==> src/rtl/slug_uart_pkg.sv <==
// Shared types, constants and helpers for the slug UART report path.
package slug_uart_pkg;

   localparam logic [7:0]  CHAR_CR     = 8'h0D;
   localparam logic [7:0]  CHAR_LF     = 8'h0A;
   localparam int unsigned FRAME_CHARS = 10;

   typedef enum logic [1:0] {
      ST_IDLE,
      ST_SEND,
      ST_DONE
   } frame_state_t;

   // Uppercase ASCII hex digit for one nibble.
   function automatic logic [7:0] hex_ascii(input logic [3:0] nib);
      if (nib < 4'd10) return 8'h30 + {4'h0, nib};
      else             return 8'h37 + {4'h0, nib};
   endfunction

   // clk cycles per UART bit.
   function automatic int baud_div(input int clk_hz, input int baud);
      return clk_hz / baud;
   endfunction

endpackage

==> src/rtl/uart_tx_byte.sv <==
// 8N1 byte serializer: start bit, 8 data bits LSB first, stop bit, DIV clk per bit.
module uart_tx_byte
   import slug_uart_pkg::*;
#(
   parameter int unsigned DIV = 868
) (
   input  logic       clk,
   input  logic       rst,
   input  logic [7:0] data,
   input  logic       valid,
   output logic       ready,
   output logic       done,
   output logic       tx
);

   localparam int unsigned BW = (DIV > 2) ? $clog2(DIV) : 1;

   logic          active;
   logic [3:0]    bit_cnt;
   logic [BW-1:0] baud_cnt;
   logic [8:0]    shreg;
   logic          last_tick;

   assign last_tick = active && (baud_cnt == BW'(DIV - 1));
   assign done      = last_tick && (bit_cnt == 4'd9);
   // Ready in the done cycle so the caller sees both at once.
   assign ready     = !active || done;

   // Bit/baud counters and the registered tx pin.
   always_ff @(posedge clk or posedge rst) begin
      if (rst) begin
         active   <= 1'b0;
         bit_cnt  <= '0;
         baud_cnt <= '0;
         shreg    <= '1;
         tx       <= 1'b1;
      end else if (valid && ready) begin
         active   <= 1'b1;
         bit_cnt  <= '0;
         baud_cnt <= '0;
         shreg    <= {1'b1, data};
         tx       <= 1'b0;
      end else if (done) begin
         active   <= 1'b0;
         tx       <= 1'b1;
      end else if (active) begin
         if (last_tick) begin
            baud_cnt <= '0;
            bit_cnt  <= bit_cnt + 4'd1;
            tx       <= shreg[0];
            shreg    <= {1'b1, shreg[8:1]};
         end else begin
            baud_cnt <= baud_cnt + BW'(1);
         end
      end
   end

endmodule

==> src/rtl/port_uart_tx.sv <==
// Reports every change of port_value as "XXXXXXXX\r\n" over UART 8N1.
module port_uart_tx
   import slug_uart_pkg::*;
#(
   parameter int CLK_HZ = 100_000_000,
   parameter int BAUD   = 115200
) (
   input  logic        clk,
   input  logic        rst,
   input  logic [31:0] port_value,
   output logic        tx,
   output logic        busy,
   output logic [15:0] frame_count
);

   localparam int unsigned DIV = baud_div(CLK_HZ, BAUD);

   frame_state_t state, state_nxt;
   logic [31:0]  snapshot;
   logic [31:0]  last_sent;
   logic         force_send;
   logic [3:0]   char_idx;
   logic         trigger;
   logic [7:0]   byte_data;
   logic         byte_valid;
   logic         byte_ready;
   logic         byte_done;
   logic [31:0]  snap_shifted;
   logic         last_char;

   assign trigger      = force_send || (port_value != last_sent);
   assign busy         = (state != ST_IDLE);
   assign snap_shifted = snapshot >> {3'd7 - char_idx[2:0], 2'b00};
   assign last_char    = (char_idx == 4'(FRAME_CHARS - 1));

   // Character mux. The first character is launched from IDLE straight off
   // port_value so the start bit lands one cycle after capture.
   always_comb begin
      byte_data = hex_ascii(port_value[31:28]);
      if (state == ST_SEND) begin
         case (char_idx)
            4'd8:    byte_data = CHAR_CR;
            4'd9:    byte_data = CHAR_LF;
            default: byte_data = hex_ascii(snap_shifted[3:0]);
         endcase
      end
   end

   // Next-state and serializer handshake.
   always_comb begin
      state_nxt  = state;
      byte_valid = 1'b0;
      case (state)
         ST_IDLE: begin
            byte_valid = trigger;
            if (trigger) state_nxt = ST_SEND;
         end
         ST_SEND: begin
            byte_valid = byte_ready && !byte_done;
            if (byte_done && last_char) state_nxt = ST_DONE;
         end
         ST_DONE: state_nxt = ST_IDLE;
         default: state_nxt = ST_IDLE;
      endcase
   end

   // Frame FSM state register.
   always_ff @(posedge clk or posedge rst) begin
      if (rst) state <= ST_IDLE;
      else     state <= state_nxt;
   end

   // Change detector, snapshot, character index and frame counter.
   always_ff @(posedge clk or posedge rst) begin
      if (rst) begin
         snapshot    <= '0;
         last_sent   <= '0;
         force_send  <= 1'b1;
         char_idx    <= '0;
         frame_count <= '0;
      end else begin
         case (state)
            ST_IDLE: if (trigger) begin
               snapshot   <= port_value;
               last_sent  <= port_value;
               force_send <= 1'b0;
               char_idx   <= '0;
            end
            ST_SEND: if (byte_done && !last_char) char_idx <= char_idx + 4'd1;
            ST_DONE: frame_count <= frame_count + 16'd1;
            default: ;
         endcase
      end
   end

   uart_tx_byte #(.DIV(DIV)) u_byte (
      .clk   (clk),
      .rst   (rst),
      .data  (byte_data),
      .valid (byte_valid),
      .ready (byte_ready),
      .done  (byte_done),
      .tx    (tx)
   );

endmodule

==> config.mk <==
export PLATFORM = sky130hd
export DESIGN_NAME = port_uart_tx
export DESIGN_NICKNAME = d
export VERILOG_FILES = /design/src/rtl/slug_uart_pkg.sv /design/src/rtl/uart_tx_byte.sv /design/src/rtl/port_uart_tx.sv
export SDC_FILE = /design/constraint.sdc
export NUM_CORES = 1
export LEC_CHECK = 0
export BUFFER_PORTS_ARGS = -buffer_cell sky130_fd_sc_hd__buf_2
export CORE_MARGIN = 4
export CORE_UTILIZATION = 35
export CTS_CLUSTER_DIAMETER = 30
export DETAILED_ROUTE_END_ITERATION = 8
export GPL_ROUTABILITY_DRIVEN = 0
export SLEW_MARGIN = 20
export SYNTH_ARGS = -nofsm -noshare
export SYNTH_HDL_FRONTEND = slang
export SYNTH_SLANG_ARGS = --single-unit
export TNS_END_PERCENT = 20
==> constraint.sdc <==
create_clock -name clk -period 4.1 [get_ports clk]
set_clock_uncertainty 0.2 [all_clocks]
set_input_delay 1.025 -clock clk [delete_from_list [all_inputs] [get_ports clk]]
set_output_delay 1.025 -clock clk [all_outputs]
set_load 0.005 [all_outputs]
# Word level (Yosys, flattened, before mapping)
# Cells that the tools add are included.
[word_totals]
output_inout_bits = 18
ff_bits = 80
word_cells = 87
[op_classes]
magnitude_cmp = 2
shifts = 1
eq_ne = 11
reduce_logical = 25
n_mux = 29
add_sub_neg = 9
[ops]
columns = ["operator", "n"]
rows = [
  ["two-way mux 10 bit", 4],
  ["two-way mux 9 bit", 4],
  ["!= test 32 bit", 1],
  ["right shift 32 x 5 -> 4 bit", 1],
  ["adder 6 x 4 -> 7 bit, first input constant", 4],
  ["two-way mux 4 bit", 6],
  ["adder 16 x 1 -> 16 bit, second input constant", 1],
  ["two-way mux 7 bit", 2],
  ["one-hot mux 7 bit (2 select lines)", 1],
  ["== test 4 bit, second input constant", 3],
  ["adder 10 x 1 -> 10 bit, second input constant", 1],
  ["== test 10 bit, second input constant", 1],
  ["nonzero test 2 bit", 5],
  ["adder 4 x 1 -> 4 bit, second input constant", 2],
  ["less-than comparator 4 bit, second input constant", 2],
  ["two-way mux 8 bit", 1],
  ["one-hot mux 4 bit (2 select lines)", 1],
  ["AND reduction 2 bit", 4],
  ["logical AND 1 bit", 6],
  ["two-way mux 1 bit", 6],
  ["!= test 2 x 1 -> 1 bit, second input constant", 3],
  ["AND reduction 3 bit", 2],
  ["nonzero test 3 bit", 2],
  ["two-way mux 2 bit", 2],
  ["9 further kinds", 12],
]

# Depth between registers and ports, before layout
[depth]
ltp_word = 9
depth_mapped = 9

# By module
# Synthesis repeated with hierarchy kept, for this count alone.
[hier_totals]
cells_unflattened = 405
area_unflattened_um2 = 4505.6
[by_module_without_submodules]
columns = ["mod", "instances", "area_each_um2", "cells_per_inst", "seq_area_each_um2"]
rows = [
  ["port_uart_tx", 1, 3234.4, 277, 1377.6],
  ["uart_tx_byte", 1, 1271.2, 128, 611.8],
]

# Worst setup path before layout
# No wires, ideal clock.
[synth_timing]
path_kind = "input port to flip-flop"
startpoint = "input port port_value[22]"
endpoint = "register last_sent[11]"
required_time_ns = 3.775
n_path_buf = 2
setup_ns = 0.125
path_stages = 7
setup_slack_ns = 1.063
arrival_ns = 2.712
cell_sequence = "xnor2_1 nand4_1 or3_4 o41ai_2 buf_2 buf_4 mux2_2"
[synth_between]
elab_chain_len = 3
[synth_lines]
columns = ["element", "line_no", "source"]
rows = [
  ["start: declaration", "port_uart_tx.sv:10", "input logic [31:0] port_value,"],
  ["!= test 32 bit", "port_uart_tx.sv:31", "assign trigger = force_send || (port_value != last_sent);"],
  ["logical OR 1 bit", "port_uart_tx.sv:31", ""],
  ["AND reduction 2 bit (no line)", "-", ""],
  ["end signal: assignment", "port_uart_tx.sv:85", "last_sent <= port_value;"],
  ["end: declaration", "port_uart_tx.sv:20", "logic [31:0] last_sent;"],
]
# No other way between the ends.
# A chain may end at the register's enable or synchronous reset.

# Worst setup path after layout
[layout_timing]
startpoint = "input port port_value[24]"
endpoint = "register last_sent[24]"
[layout_between]
elab_chain_len = 3
[layout_lines]
columns = ["element", "line_no"]
rows = [
  ["!= test 32 bit", "port_uart_tx.sv:31"],
  ["logical OR 1 bit", "port_uart_tx.sv:31"],
  ["AND reduction 2 bit (no line)", "-"],
]
# Parallel ways exist; a longest one is shown, timed or not.

==> reports/summary.txt <==
Run status -> completed
Clk buf depth -> 2
P_leak -> 2.430 nW
Number of flops mapped to enable cells by yosys -> 0
Largest net degree at the start of global routing -> 49
DR WL/cell -> 15.13 µm
GR Util All Layers -> 0.1399
Worst Path Max Fanout -> 22
Setup bufs post-CTS -> 0
CTS Buf Count -> 9
CP max stage delay -> 0.53 ns
Post-synth top cells -> dfrtp_1, xor2_1, mux2_2
Final setup violation count -> 0
Nets -> 491
Core area -> 12060 µm²
Routed WL -> 9396 µm
Die Wd -> 119.3 µm
MaxCap Viol Count -> 0
DRC viols -> 0
FMAX -> 325.4 MHz
Footprint of the multi-input gates -> 2228 µm²
Vias per Instance -> 5.043
Post-CTS resize count -> 0
Clk_lat worst skew -> 0.34 ns
Max VDD drop -> 0.2210 mV
Tmin final -> 3.073 ns
Most numerous cell in the Yosys netlist -> dfrtp_1
DR iter-0 viols -> 119
YS warnings -> 0
Port Buffers -> 51
# rows -> 40
Post-synth top area share -> 0.3982
Seq cells post-synth -> 79
Ys flop type -> dfrtp_1
Core Util, Final -> 0.4249
Vias in the first global route -> 3138
N_diodes -> 0
Synthesis-to-layout area growth -> 18.18%
Worst path cell trace -> buf_2 > xnor2_1 > nand4_1 > or3_4 > o41ai_4 > buf_4 > mux2_2
Die footprint -> 14230 µm²
CTS sink cnt -> 79
Final HPWL DP -> 7047 µm
CTS tree -> yes
Antenna-violating nets left -> 0
Clk root buf -> clkbuf_16
Chip Height -> 119.3 µm
First-pass GRT wire length -> 15710 µm
Setup TNS -> 0 ns
Htree depth -> 3
Grt ovf -> 0
Initial Util -> 0.3595
Worst EP arrival -> 3.09 ns
Final WS setup -> 1.027 ns
P per Cell Area -> 336.3 nW/µm²
Synthesized area -> 4337 µm²
Fillers -> 1176
Initial DRT Pass Iterations -> 4
Initial antenna violation count -> 0
Crit Path Category -> input pin to flop
Mapped Avg Cell Area -> 11.09 µm²
Fin crit share -> 0.7495
Share of post-route cells with drive strength above 1 -> 0.2980
Post-place setup slack -> 0.6913 ns
CP required -> 4.12 ns
Actual slew at the worst max-slew pin -> 0.8678 ns
Count of pins over their slew limit -> 0
Cell count after synthesis -> 391
Seq/Total Area, Yosys -> 0.4587
Vias post-DR -> 3132
Final Hold Vio Count -> 0
Clock-pin slew on the worst setup and hold paths -> 0.06 ns
Crit-path slowest cell -> o41ai_4
Cell taking the most area after synthesis -> dfrtp_1
Hold Buf Count CTS -> 0
Synth Net Count -> 434
Post-synthesis async set-or-reset flop share -> 1.000
Crit end category -> flop
Reg area -> 1989 µm²
Ports -> 52
HP Class -> flop to flop
Netlist cell types -> 52
Top cells by area, synth -> dfrtp_1, mux2_2, xor2_1
Slew Limit Headroom -> 0.4214
Final Power -> 0.001724 W
Critical path startpoint category -> input pin
Unrepaired setup endpoints after global routing -> no
[logic make-up after synthesis]
family	synth area share
buffers and inverters	0.03000
xor gates and xnor gates	0.1111
DFF	0.4587
AOI/OAI and AO/OA	0.08079
and+or+nand+nor	0.1480
muxes	0.1454
adders and majority gates	0.02597
[report_power, final]
| group | switching, W | internal [W] | leakage (nW) |
|---|---|---|---|
| logic | 0.0000388 | 0.0000224 | 1.25 |
| registers | 0 | 0.000780 | 1.03 |
| clock network | 0.000330 | 0.000553 | 0.155 |
| total | 0.000368 | 0.00136 | 2.43 |
[critical path: cells and delay by family]
kind / cells / cell delay [ns]
mux: 1 / 0.37
xor+xnor: 1 / 0.15
buf+inv: 2 / 0.47
simple gates: 2 / 0.53
compound gates: 1 / 0.53
[placed cells by master, fill, tap and decap left out, drive strengths merged, types with 2 or more instances in the layout]
cell	Yosys	final
a21boi	2	2
a21oi	12	12
and4bb	2	2
o21ai	18	18
nor3	6	6
a211oi	4	4
nand4	5	5
clkinv	0	2
xor2	36	36
dfrtp	69	69
or4	2	2
mux2	32	32
buf	10	59
nand3	14	14
nor4	7	7
mux2i	9	9
a31oi	4	4
nor2b	6	6
mux4	8	8
o22ai	3	3
nor2	20	20
and3	5	5
and2	4	4
ha	9	9
bufinv	0	2
o41ai	2	2
o211ai	3	3
clkbuf	3	10
clkinvlp	0	2
nand2	31	31
dfstp	10	10
nand2b	6	6
xnor2	19	19
inv	13	13
or3	7	7
[cell type report]
cell class | instances | share of cell area
multi-input combinational | 286 | 0.4348
sequential | 79 | 0.3882
timing repair buffer | 59 | 0.06152
clock buffer | 10 | 0.04663
tap | 168 | 0.04102
clock inverter | 6 | 0.01807
inverter | 13 | 0.009766
[metrics by stage]
stage | std cells | hold WS (ns) | instance area (µm²)
4_1_cts | 621 | 0.2698 | 5125
3_3_place_gp | 605 | 0.2560 | 4793
2_1_floorplan | 391 | 0.2682 | 4337
6_report | 621 | 0.2635 | 5125
3_5_place_dp | 605 | 0.2569 | 4793
5_1_grt | 621 | 0.3083 | 5125
[flip-flops by register name, summed over array words and instances, names as in the netlist]
register,count
force_send,1
u_byte.active,1
u_byte.bit_cnt,4
u_byte.tx,1
state,2
last_sent,32
u_byte.shreg,8
char_idx,4
frame_count,16
u_byte.baud_cnt,10
[per-layer routing]
metal	global-route usage	routed length (µm)	up-vias
met4	0.06299	238	0
met3	0.04131	463	15
met5	0	0	-
li1	-	-	1501
met1	0.1748	4186	1549
met2	0.2239	4508	67
[final timing paths]
check,cells past startpoint,from,slack [ns],to
min in group asynchronous,2,rst,0.62,frame_count[13]$_DFFE_PP0N_
setup reg to reg,8,u_byte.baud_cnt[0]$_DFFE_PP0P_,1.08,u_byte.shreg[6]$_DFFE_PP1P_
hold / removal,1,frame_count[15]$_DFFE_PP0N_,0.26,frame_count[15]$_DFFE_PP0N_
hold reg to reg,1,frame_count[15]$_DFFE_PP0N_,0.26,frame_count[15]$_DFFE_PP0N_
setup / recovery,7,port_value[24],1.03,last_sent[24]$_DFFE_PP0P_
max in group asynchronous,3,rst,2.25,force_send$_DFFE_PP1P_
(Power assumes the default switching activity.)
